===== src/rtl/instr_fetch.sv =====
// instr_fetch: program counter and sequencer for the instruction path.
// Drives the combinational instruction ROM address. Uses the decoder's
// halt (Ack) and branch (BranchEn/BranchIdx) outputs for the word at that
// address. Branch targets come from a 16-entry writable lookup table. The
// block runs the Start/Done handshake and counts executed RUN cycles.
//
// Handshake: Start is a one-cycle request that is honoured only in IDLE or
// DONE. Running is high for every cycle the fetched word is live.
// Done stays high from the cycle after the halt until the next Start.
module instr_fetch #(
  parameter int PC_W  = 10,
  parameter int CNT_W = 16
) (
  input  logic              Clk,
  input  logic              Reset,
  input  logic              Start,
  input  logic              Ack,
  input  logic              BranchEn,
  input  logic [3:0]        BranchIdx,
  input  logic              LutWrEn,
  input  logic [3:0]        LutAddr,
  input  logic [PC_W-1:0]   LutData,
  output logic [PC_W-1:0]   InstAddr,
  output logic              Running,
  output logic              Done,
  output logic [CNT_W-1:0]  CycleCount
);

  typedef enum logic [1:0] {
    ST_IDLE = 2'd0,
    ST_RUN  = 2'd1,
    ST_DONE = 2'd2
  } state_e;

  state_e            state_q, state_d;
  logic [PC_W-1:0]   pc_q, pc_d;
  logic [CNT_W-1:0]  cnt_q, cnt_d;
  logic [PC_W-1:0]   lut_q [16];
  logic [PC_W-1:0]   lut_d [16];
  logic              running_q, running_d;
  logic              done_q, done_d;
  logic [PC_W-1:0]   branch_target;

  // LUT read uses the registered contents, so a same-cycle write to the
  // branch index is not seen until the following cycle.
  always_comb begin
    branch_target = lut_q[BranchIdx];
  end

  // LUT next contents: a write in any state replaces one entry.
  always_comb begin
    lut_d = lut_q;
    if (LutWrEn) begin
      lut_d[LutAddr] = LutData;
    end
  end

  // Sequencer next state, program counter and cycle counter.
  always_comb begin
    state_d = state_q;
    pc_d    = pc_q;
    cnt_d   = cnt_q;
    unique case (state_q)
      ST_IDLE: begin
        pc_d = '0;
        if (Start) begin
          state_d = ST_RUN;
          cnt_d   = '0;
        end
      end
      ST_RUN: begin
        // The halt cycle is counted like any other executed cycle.
        if (cnt_q != {CNT_W{1'b1}}) begin
          cnt_d = cnt_q + CNT_W'(1);
        end
        if (Ack) begin
          // Halt wins over a simultaneous branch; stay on the halt word.
          state_d = ST_DONE;
        end else if (BranchEn) begin
          pc_d = branch_target;
        end else begin
          // Natural modulo-2^PC_W wrap.
          pc_d = pc_q + PC_W'(1);
        end
      end
      ST_DONE: begin
        if (Start) begin
          state_d = ST_RUN;
          pc_d    = '0;
          cnt_d   = '0;
        end
      end
      default: begin
        state_d = ST_IDLE;
        pc_d    = '0;
        cnt_d   = '0;
      end
    endcase
  end

  // Status flags registered alongside the state they decode.
  always_comb begin
    running_d = (state_d == ST_RUN);
    done_d    = (state_d == ST_DONE);
  end

  // State, PC, counter and status registers with synchronous reset.
  always_ff @(posedge Clk) begin
    if (Reset) begin
      state_q   <= ST_IDLE;
      pc_q      <= '0;
      cnt_q     <= '0;
      running_q <= 1'b0;
      done_q    <= 1'b0;
    end else begin
      state_q   <= state_d;
      pc_q      <= pc_d;
      cnt_q     <= cnt_d;
      running_q <= running_d;
      done_q    <= done_d;
    end
  end

  // LUT storage, cleared by reset.
  always_ff @(posedge Clk) begin
    if (Reset) begin
      for (int i = 0; i < 16; i++) begin
        lut_q[i] <= '0;
      end
    end else begin
      for (int i = 0; i < 16; i++) begin
        lut_q[i] <= lut_d[i];
      end
    end
  end

  assign InstAddr   = pc_q;
  assign Running    = running_q;
  assign Done       = done_q;
  assign CycleCount = cnt_q;

endmodule


===== config.mk =====
export PLATFORM = sky130hd
export DESIGN_NAME = instr_fetch
export DESIGN_NICKNAME = d
export VERILOG_FILES = /design/src/rtl/instr_fetch.sv
export SDC_FILE = /design/constraint.sdc
export NUM_CORES = 1
export LEC_CHECK = 0
export ABC_AREA = 1
export CELL_PAD_IN_SITES_DETAIL_PLACEMENT = 0
export CELL_PAD_IN_SITES_GLOBAL_PLACEMENT = 1
export CORE_ASPECT_RATIO = 0.7
export CORE_MARGIN = 2
export CORE_UTILIZATION = 43
export CTS_CLUSTER_SIZE = 30
export DETAILED_ROUTE_END_ITERATION = 7
export GPL_TIMING_DRIVEN = 0
export HOLD_SLACK_MARGIN = 0.06
export PLACE_DENSITY = 0.85
export SLEW_MARGIN = 40
export SYNTH_ARGS = -nofsm -noshare
export SYNTH_HDL_FRONTEND = slang
export SYNTH_SLANG_ARGS = --single-unit

===== constraint.sdc =====
create_clock -name Clk -period 1.76 [get_ports Clk]
set_input_delay 0.44 -clock Clk [delete_from_list [all_inputs] [get_ports Clk]]
set_output_delay 0.44 -clock Clk [all_outputs]
set_load 0.02 [all_outputs]

# == After elaboration in Yosys (flattened, before gate mapping) ==
# Cells that the tools add are included.
# op_classes
eq_ne,9
multipliers,0
add_sub_neg,2
reduce_logical,5
bitwise_logic,2
div_mod_pow,0
n_shift,0
mux,16
order_cmp,3
# op_table
cell,count
$bwmux W160,1
$mux W10,6
$bmux W10 S4,1
$demux W10 S4,1
$mux W16,2
$pmux W16 S2,1
$pmux W10 S2,1
$add A16 B1 Y16 const B,1
$ne A16 B16 Y1 const B,1
$add A10 B1 Y10 const B,1
$ge A5 B5 Y1 const B,2
$not A4 Y5,2
$ne A2 B2 Y1 const B,3
$lt A5 B1 Y1 const B,1
$eq A2 B1 Y1 const B,2
$eq A2 B2 Y1 const B,2
$mux W2,2
$pmux W2 S2,1
$reduce_and A2 Y1,2
$logic_not A2 Y1,1
$ne A2 B1 Y1 const B,1
$reduce_or A2 Y1,1
$logic_and A1 B1 Y1,1
# word_totals
register_bits,190
memories,0
output_inout_bits,28
word_cells,58
latchBits,0
rom_bits,0
ram_bits,0
in_bits,24

# == Longest topological paths before layout ==
# Gate-level depths: netlist of the first run.
# logic_depth
word_depth,7
depth_mapped,12
ltp_nobuf,10

# == Worst setup path before layout of the first run ==
# OpenSTA, ideal clock, no wires.
# synth_timing
kind,reg2reg
startpoint,"register cnt_q[0], in the netlist CycleCount[0]"
endpoint,"register cnt_q[3], in the netlist CycleCount[3]"
required_ns,1.641
setup_slack_ns,0.048
path_buffers,1
arrival_time_ns,1.593
setup_ns,0.119
period_less_slack_ns,1.712
stages_incl_launch_ff,10
cell_sequence,dfxtp_1 -> ha_1 -> nand2_1 -> nor3_4 -> nand3_1 -> nand2_2 -> buf_6 -> nor2_1 -> o21ai_0 -> nor2_1
# synth_via
elab_chain_len,3
elab_cells_between_ends,6
cone_classes,add/sub (1); eq/ne (2); mux (2); reduce/logical (1)
# synth_rtl
element,line,text
start: declaration,37,"logic [CNT_W-1:0] cnt_q, cnt_d;"
start signal: assignment,118,cnt_q <= cnt_d;
$add A16 B1 Y16 / $ne A16 B16 Y1 (equally long branches),"74, 73",
$mux W16 / $ne A2 B2 Y1 (equally long branches),n/a,
$pmux W16 S2 / $reduce_and A2 Y1 (equally long branches),n/a,
# Several ways; a longest one is shown, not always the timed one. The select of a mux whose other input is x is not followed.
# A chain may end at the register's enable or synchronous reset.

# == Final worst setup path of the first run ==
# layout_timing
startpoint,input port BranchIdx[0]
endpoint,"register pc_q[8], in the netlist InstAddr[8]"
# layout_via
elab_chain_len,7
# layout_rtl
element,line,text
start: declaration,19,"input logic [3:0] BranchIdx,"
$not A4 Y5 (implied by the code),47,branch_target = lut_q[BranchIdx];
$bmux W10 S4,47,
$mux W10 (implied by the code) (2 in a row),47,
$mux W10,79,end else if (BranchEn) begin
$mux W10,76,if (Ack) begin
$pmux W10 S2,63,unique case (state_q)
end signal: assignment,117,pc_q <= pc_d;
end: declaration,36,"logic [PC_W-1:0] pc_q, pc_d;"
# No other way between the ends. The select of a mux whose other input is x is not followed.

==> results of run 1 <==
[registers in the layout (all words and copies together), names as in the netlist]
name and count:
CycleCount 16, Done 1, InstAddr 10, Running 1, lut_q 160, state_q 2
[Yosys cell counts (2+ instances only)]
cell	n
o21ai_0	196
nor2_1	191
dfxtp_1	190
nand2_1	170
a21oi_1	125
inv_1	121
nand3_1	111
clkbuf_1	47
o211ai_1	31
buf_2	23
inv_2	14
nand4_1	7
buf_6	6
nor3_4	6
or2_2	6
buf_4	4
nor2_4	4
xor2_1	4
nor2_2	3
nor3_1	3
buf_1	2
ha_1	2
o21bai_1	2
xnor2_1	2
[cell type report]
cell class | count | share of cell area
Clock buffer | 20 | 0.0428
Sequential cell | 190 | 0.366
Multi-Input combinational cell | 871 | 0.402
Timing Repair Buffer | 56 | 0.0497
Inverter | 137 | 0.0499
Buffer | 82 | 0.0420
Tap cell | 270 | 0.0324
Clock inverter | 12 | 0.0151
[through the flow]
step / util / setup TNS [ps]
floorplan: - / 0
global placement: 0.484 / -84390
detailed placement: 0.484 / -84020
CTS: 0.516 / 0
global route: 0.521 / -8.79
finish: 0.521 / 0
[how the worst min path moves through the flow]
stage                     slack, ps  cells after the start                 endpoint                     from
final                           450                      2   lut_q[93]$_SDFFE_PP0P_   lut_q[93]$_SDFFE_PP0P_
after global routing            470                      2  lut_q[157]$_SDFFE_PP0P_  lut_q[157]$_SDFFE_PP0P_
after CTS                       450                      2   lut_q[38]$_SDFFE_PP0P_   lut_q[38]$_SDFFE_PP0P_
after detailed placement        440                      2   lut_q[32]$_SDFFE_PP0P_   lut_q[32]$_SDFFE_PP0P_
after global placement          430                      2   lut_q[30]$_SDFFE_PP0P_   lut_q[30]$_SDFFE_PP0P_
after floorplan                 420                      2  lut_q[113]$_SDFFE_PP0P_  lut_q[113]$_SDFFE_PP0P_
[power by group through the flow]
| stage | Sequential [mW] | Clock, mW | Combinational (mW) |
|---|---|---|---|
| after global routing | 4.45 | 4.30 | 1.12 |
| after CTS | 4.44 | 4.12 | 0.992 |
| after detailed placement | 4.54 | 0 | 0.986 |
| final | 4.44 | 4.09 | 1.04 |
| after global placement | 4.53 | 0 | 0.982 |
| after floorplan | 4.54 | 0 | 0.556 |
[worst max-delay path: cells and delay by family]
family	cells	cell delay, ps
AND/OR/NAND/NOR	4	580
AO/OA/AOI/OAI	2	400
buffers and inverters	3	730
[kinds of logic after synthesis]
group	Yosys count	share of synthesized area
compound gates	357	0.212
xor+xnor	6	0.00592
fa+ha+maj	2	0.00282
buf+inv	219	0.103
flops	190	0.428
simple gates	506	0.248
[per-layer routing]
layer,up-vias,track usage
met5,-,0
met4,0,0.0792
met3,54,0.0810
met2,440,0.395
met1,4194,0.463
li1,4355,-
[placed cells by master, fill, tap and decap left out, types with 17 or more instances in the layout]
cell	count
nand2_1	167
a21oi_1	124
dfxtp_1	184
clkbuf_1	22
dlygate4sd2_1	28
inv_1	120
clkbuf_2	27
buf_2	20
nand3_1	111
nor2_1	190
o21ai_0	194
o211ai_1	31
clkbuf_16	17
[what timing repair did]
| item | 4_1_cts | 5_1_grt |
|---|---|---|
| cloned | 0 | 0 |
| hold buffers | 0 | 0 |
| pin swaps | 3 | 6 |
| resized for setup | 47 | 51 |
| buffers inserted | 4 | 4 |
| endpoints found under the setup margin | 152 | 139 |
==> flow_summary.yaml, run 1 <==
run_status:
  status: "finished clean"
die:
  dieArea_um2: 21800
  dieHeight_um: 124
  floorplan.initialDensity: 0.444
  design.core.area_um2: 20000
  fp.dieW_um: 176
  io_pins: 52
  rows: 43
route:
  ant_nets: 0
  num_vias: 9043
  wl_met2_um: 12700
  top_layer: "met4"
  routedWlPerCell_um: 19.5
  finalWirelength_um: 31900
  dr_wl_met3_um: 3750
  dr.pass1.iters: 5
  drtIter0Drc: 1002
  viasPerCell: 5.52
  wl_met1_um: 14900
  drc: 0
setup_path:
  critPathCapture: "InstAddr[8]$_SDFFE_PP0P_"
  end_kind: "register"
  required_ps: 2160
  cp-start-kind: "input port"
  path_cells: "buf_2 > buf_4 > buf_2 > o21ai_0 > o21ai_1 > nand3_1 > nand3_1 > nand2_1 > nand2_1"
  cp-startpoint: "BranchIdx[0]"
  r2r_cells: 10
  worstPathArrival_ps: 2150
  slowest_delay_ps: 340
  rrSetupSlack_ps: 130
  crit_type: "in2reg"
  cp_max_fo: 10
  cp_slowest_cell: "buf_2"
  worstReg2RegEnd: "CycleCount[15]$_SDFFE_PP0P_"
  r2r-start: "CycleCount[0]$_SDFFE_PP0P_"
grt:
  grt_pass1_wl_um: 48900
  first_global_vias: 8076
  overflow: 0
  grt_usage: 0.298
  antenna_found_initial: 0
  grt_max_degree: 17
power_and_ir_drop:
  internal_power_mw: 6.97
  power.leakage_nw: 4.36
  powerDensity_nw_per_um2: 918
  switchingPower_mw: 2.60
  ir_drop_v: 0.000686
  swShare: 0.272
  combPwrFrac: 0.109
  power_mw: 9.57
  seqPwrFrac: 0.464
  clkPwrFrac: 0.428
final_layout:
  instances_no_fill: 1638
  multi_input_area_um2: 4200
  drive_gt1_frac: 0.109
  area_delta_synth_final_pct: 17.5
  final-seq-area_um2: 3810
  num_antenna_cells: 0
  nNetsFinal: 1381
  final_cell_area_um2: 10400
  n_fill_cell: 2085
placed_design:
  port_buffers: 48
  place_ws_ps: -686
  place_inst: 1598
  placed_area_um2: 9700
  dp_hpwl_um: 22900
  gp_congestion: 0.975
cts:
  cts_max_level: 4
  clock-sinks: 190
  clock_latency_ps: 450
  clkSlewWorstSetupHoldPaths_ps: 70
  clockBufferDepth: 2
  cts-buffers-inserted: 17
  cts_tree: "done"
  root_buffer: "clkbuf_16"
yosys:
  avgSynthCellArea_um2: 6.94
  synthCells: 1280
  yosys_warnings: 0
  yosysSeqAreaShare: 0.428
  netlist_area_um2: 8880
  synth_top_cell_by_area: "dfxtp_1"
  synth.distinct_cells: 34
  synth_edf_count: 0
  synthTopCellsByArea: "dfxtp_1 43%, o21ai_0 11%, nor2_1 8.1%, nand2_1 7.2%, a21oi_1 7.0%"
  synth_top_area_frac: 0.428
  syn_nets: 1306
  ys.flop_type: "dfxtp_1"
  synth_seq_cells: 190
  ys_async_sr_fraction: 0
timing:
  setup_slack_ps: 2.27
  post-route-min-period_ps: 1760
  timing.hold.ws_ps: 451
  fin_skew_ps: 14.6
  timing.final.crit_share: 0.999
  relSlewSlack: 0.482
  drv_slew: 0
  hold_violations: 0
  max_freq_mhz: 569
  worstMarginPinSlew_ps: 777
  rsz0062_at_grt: "true"
  setup_viol: 0
min_path:
  hold_path_class: "reg2reg"
run:
  cap_violations: 0
(Power assumes the default switching activity.)
==> run 2, diff against run 1 <==
REMOVE_ABC_BUFFERS = 1   (was not set)
SKIP_CTS_REPAIR_TIMING = 1   (was not set)
==> run 2 against run 1 <==
First-iteration DRC count fell by 17%. Hold slack lost 8.4 ps. Sequential cell count stayed put. Combinational power fell by 5%. Clock skew down 6.8 ps. Largest power group unchanged. The run now ends with setup timing left. Highest routed layer unchanged. Wire length decreased by 18%.
==> flow_summary.yaml, run 2 (synthesis gave the netlist of run 1 again) <==
route:
  drc: 0
  wl_met1_um: 13000
  dr.pass1.iters: 5
  drtIter0Drc: 830
  viasPerCell: 5.34
  wl_met2_um: 11400
  dr_wl_met3_um: 1500
  ant_nets: 0
  finalWirelength_um: 26300
  routedWlPerCell_um: 16.5
  num_vias: 8504
  top_layer: "met4"
die:
  dieHeight_um: 124
  dieArea_um2: 21800
  design.core.area_um2: 20000
  floorplan.initialDensity: 0.444
  fp.dieW_um: 176
  rows: 43
  io_pins: 52
cts:
  root_buffer: "clkbuf_16"
  clockBufferDepth: 2
  clock_latency_ps: 440
  cts-buffers-inserted: 17
  cts_max_level: 4
  clock-sinks: 190
  clkSlewWorstSetupHoldPaths_ps: 70
  cts_tree: "done"
timing:
  worstMarginPinSlew_ps: 881
  setup_slack_ps: -6.71
  timing.hold.ws_ps: 443
  drv_slew: 0
  post-route-min-period_ps: 1770
  fin_skew_ps: 7.84
  rsz0062_at_grt: "true"
  hold_violations: 0
  max_freq_mhz: 566
  relSlewSlack: 0.411
  timing.final.crit_share: 1.00
  setup_viol: 1
run_status:
  status: "complete, but fails checks"
  violations: "setup timing"
placed_design:
  gp_congestion: 0.791
  place_ws_ps: -805
  placed_area_um2: 9410
  port_buffers: 51
  dp_hpwl_um: 15400
  place_inst: 1522
grt:
  antenna_found_initial: 0
  overflow: 0
  grt_pass1_wl_um: 39700
  first_global_vias: 7144
  grt_max_degree: 102
  grt_usage: 0.231
setup_path:
  worstPathArrival_ps: 2100
  worstReg2RegEnd: "CycleCount[3]$_SDFFE_PP0P_"
  cp-start-kind: "register"
  crit_type: "reg2reg"
  critPathCapture: "CycleCount[3]$_SDFFE_PP0P_"
  r2r_cells: 10
  required_ps: 2090
  end_kind: "register"
  cp-startpoint: "CycleCount[0]$_SDFFE_PP0P_"
  rrSetupSlack_ps: -7
  cp_max_fo: 5
  r2r-start: "CycleCount[0]$_SDFFE_PP0P_"
final_layout:
  nNetsFinal: 1334
  instances_no_fill: 1592
  final_cell_area_um2: 10700
  area_delta_synth_final_pct: 20.9
  drive_gt1_frac: 0.112
  final_cell_mix: "194 x o21ai_0, 186 x dfxtp_1, 184 x nor2_1"
  final_common_cell: "o21ai_0"
  regMostFlops: "lut_q"
  largest_reg_flops: 160
run:
  cap_violations: 0
power_and_ir_drop:
  powerDensity_nw_per_um2: 885
  power.leakage_nw: 4.74
  power_mw: 9.50
  ir_drop_v: 0.000537
min_path:
  whs_path_depth: 2
  hold_path_class: "reg2reg"
[run 2: cell types whose count changed in the layout (fill, tap and decap cells not counted), sizes merged]
cell	before	now
dlymetal6s2s	5	33
buf	42	37
clkinv	3	7
dlygate4sd2	28	0
inv	139	135
diode	0	1
clkbuf	68	22
clkinvlp	4	7
nand2	171	174
clkdlybuf4s50	15	13
[run 2: routing by layer]
layer  GRT usage  vias to the layer above
met5           0                        -
met4      0.0676                        0
met3      0.0367                       28
met2       0.336                      245
met1       0.349                     3967
li1            -                     4264
[run 2: per-stage QoR]
stage / util / setup TNS [ps]
floorplan: - / -118090
global placement: 0.466 / -570100
detailed placement: 0.470 / -110060
CTS: 0.501 / -37310
global route: 0.536 / -371
finish: 0.536 / -6.71
[run 2: worst min path at each step]
stage	start	to	slack, ps
3_5_place_dp	lut_q[31]$_SDFFE_PP0P_	lut_q[31]$_SDFFE_PP0P_	430
6_report	lut_q[31]$_SDFFE_PP0P_	lut_q[31]$_SDFFE_PP0P_	440
2_1_floorplan	lut_q[113]$_SDFFE_PP0P_	lut_q[113]$_SDFFE_PP0P_	420
5_1_grt	lut_q[32]$_SDFFE_PP0P_	lut_q[32]$_SDFFE_PP0P_	460
3_3_place_gp	lut_q[93]$_SDFFE_PP0P_	lut_q[93]$_SDFFE_PP0P_	430
4_1_cts	lut_q[31]$_SDFFE_PP0P_	lut_q[31]$_SDFFE_PP0P_	440
[run 2: worst max-delay path, stage by stage, from the launching register on]
cell     delay, ps
dfxtp_4        370
buf_6          100
ha_4           150
nand2_4         70
nor3_4         330
nand3_4        170
buf_12         190
nand2_8         60
nor2_1          50
o21ai_1        120
nor2_1          50
[run 2: power by group]
group	total, mW	switching (mW)	internal, mW
sequential	4.44	0.0437	4.39
clock	4.07	1.75	2.32
combinational	0.992	0.674	0.318
total	9.50	2.47	7.03
[run 2: cell type report]
cell class                      instances  area [µm²]
Clock buffer                           19         453
Timing Repair Buffer                   86         980
Timing Repair inverter                  2        15.0
Inverter                              137         559
Multi-Input combinational cell        874        4420
Fill cell                            1984        9280
Antenna cell                            1        2.50
Tap cell                              270         338
Sequential cell                       190        3810
Clock inverter                         13         161
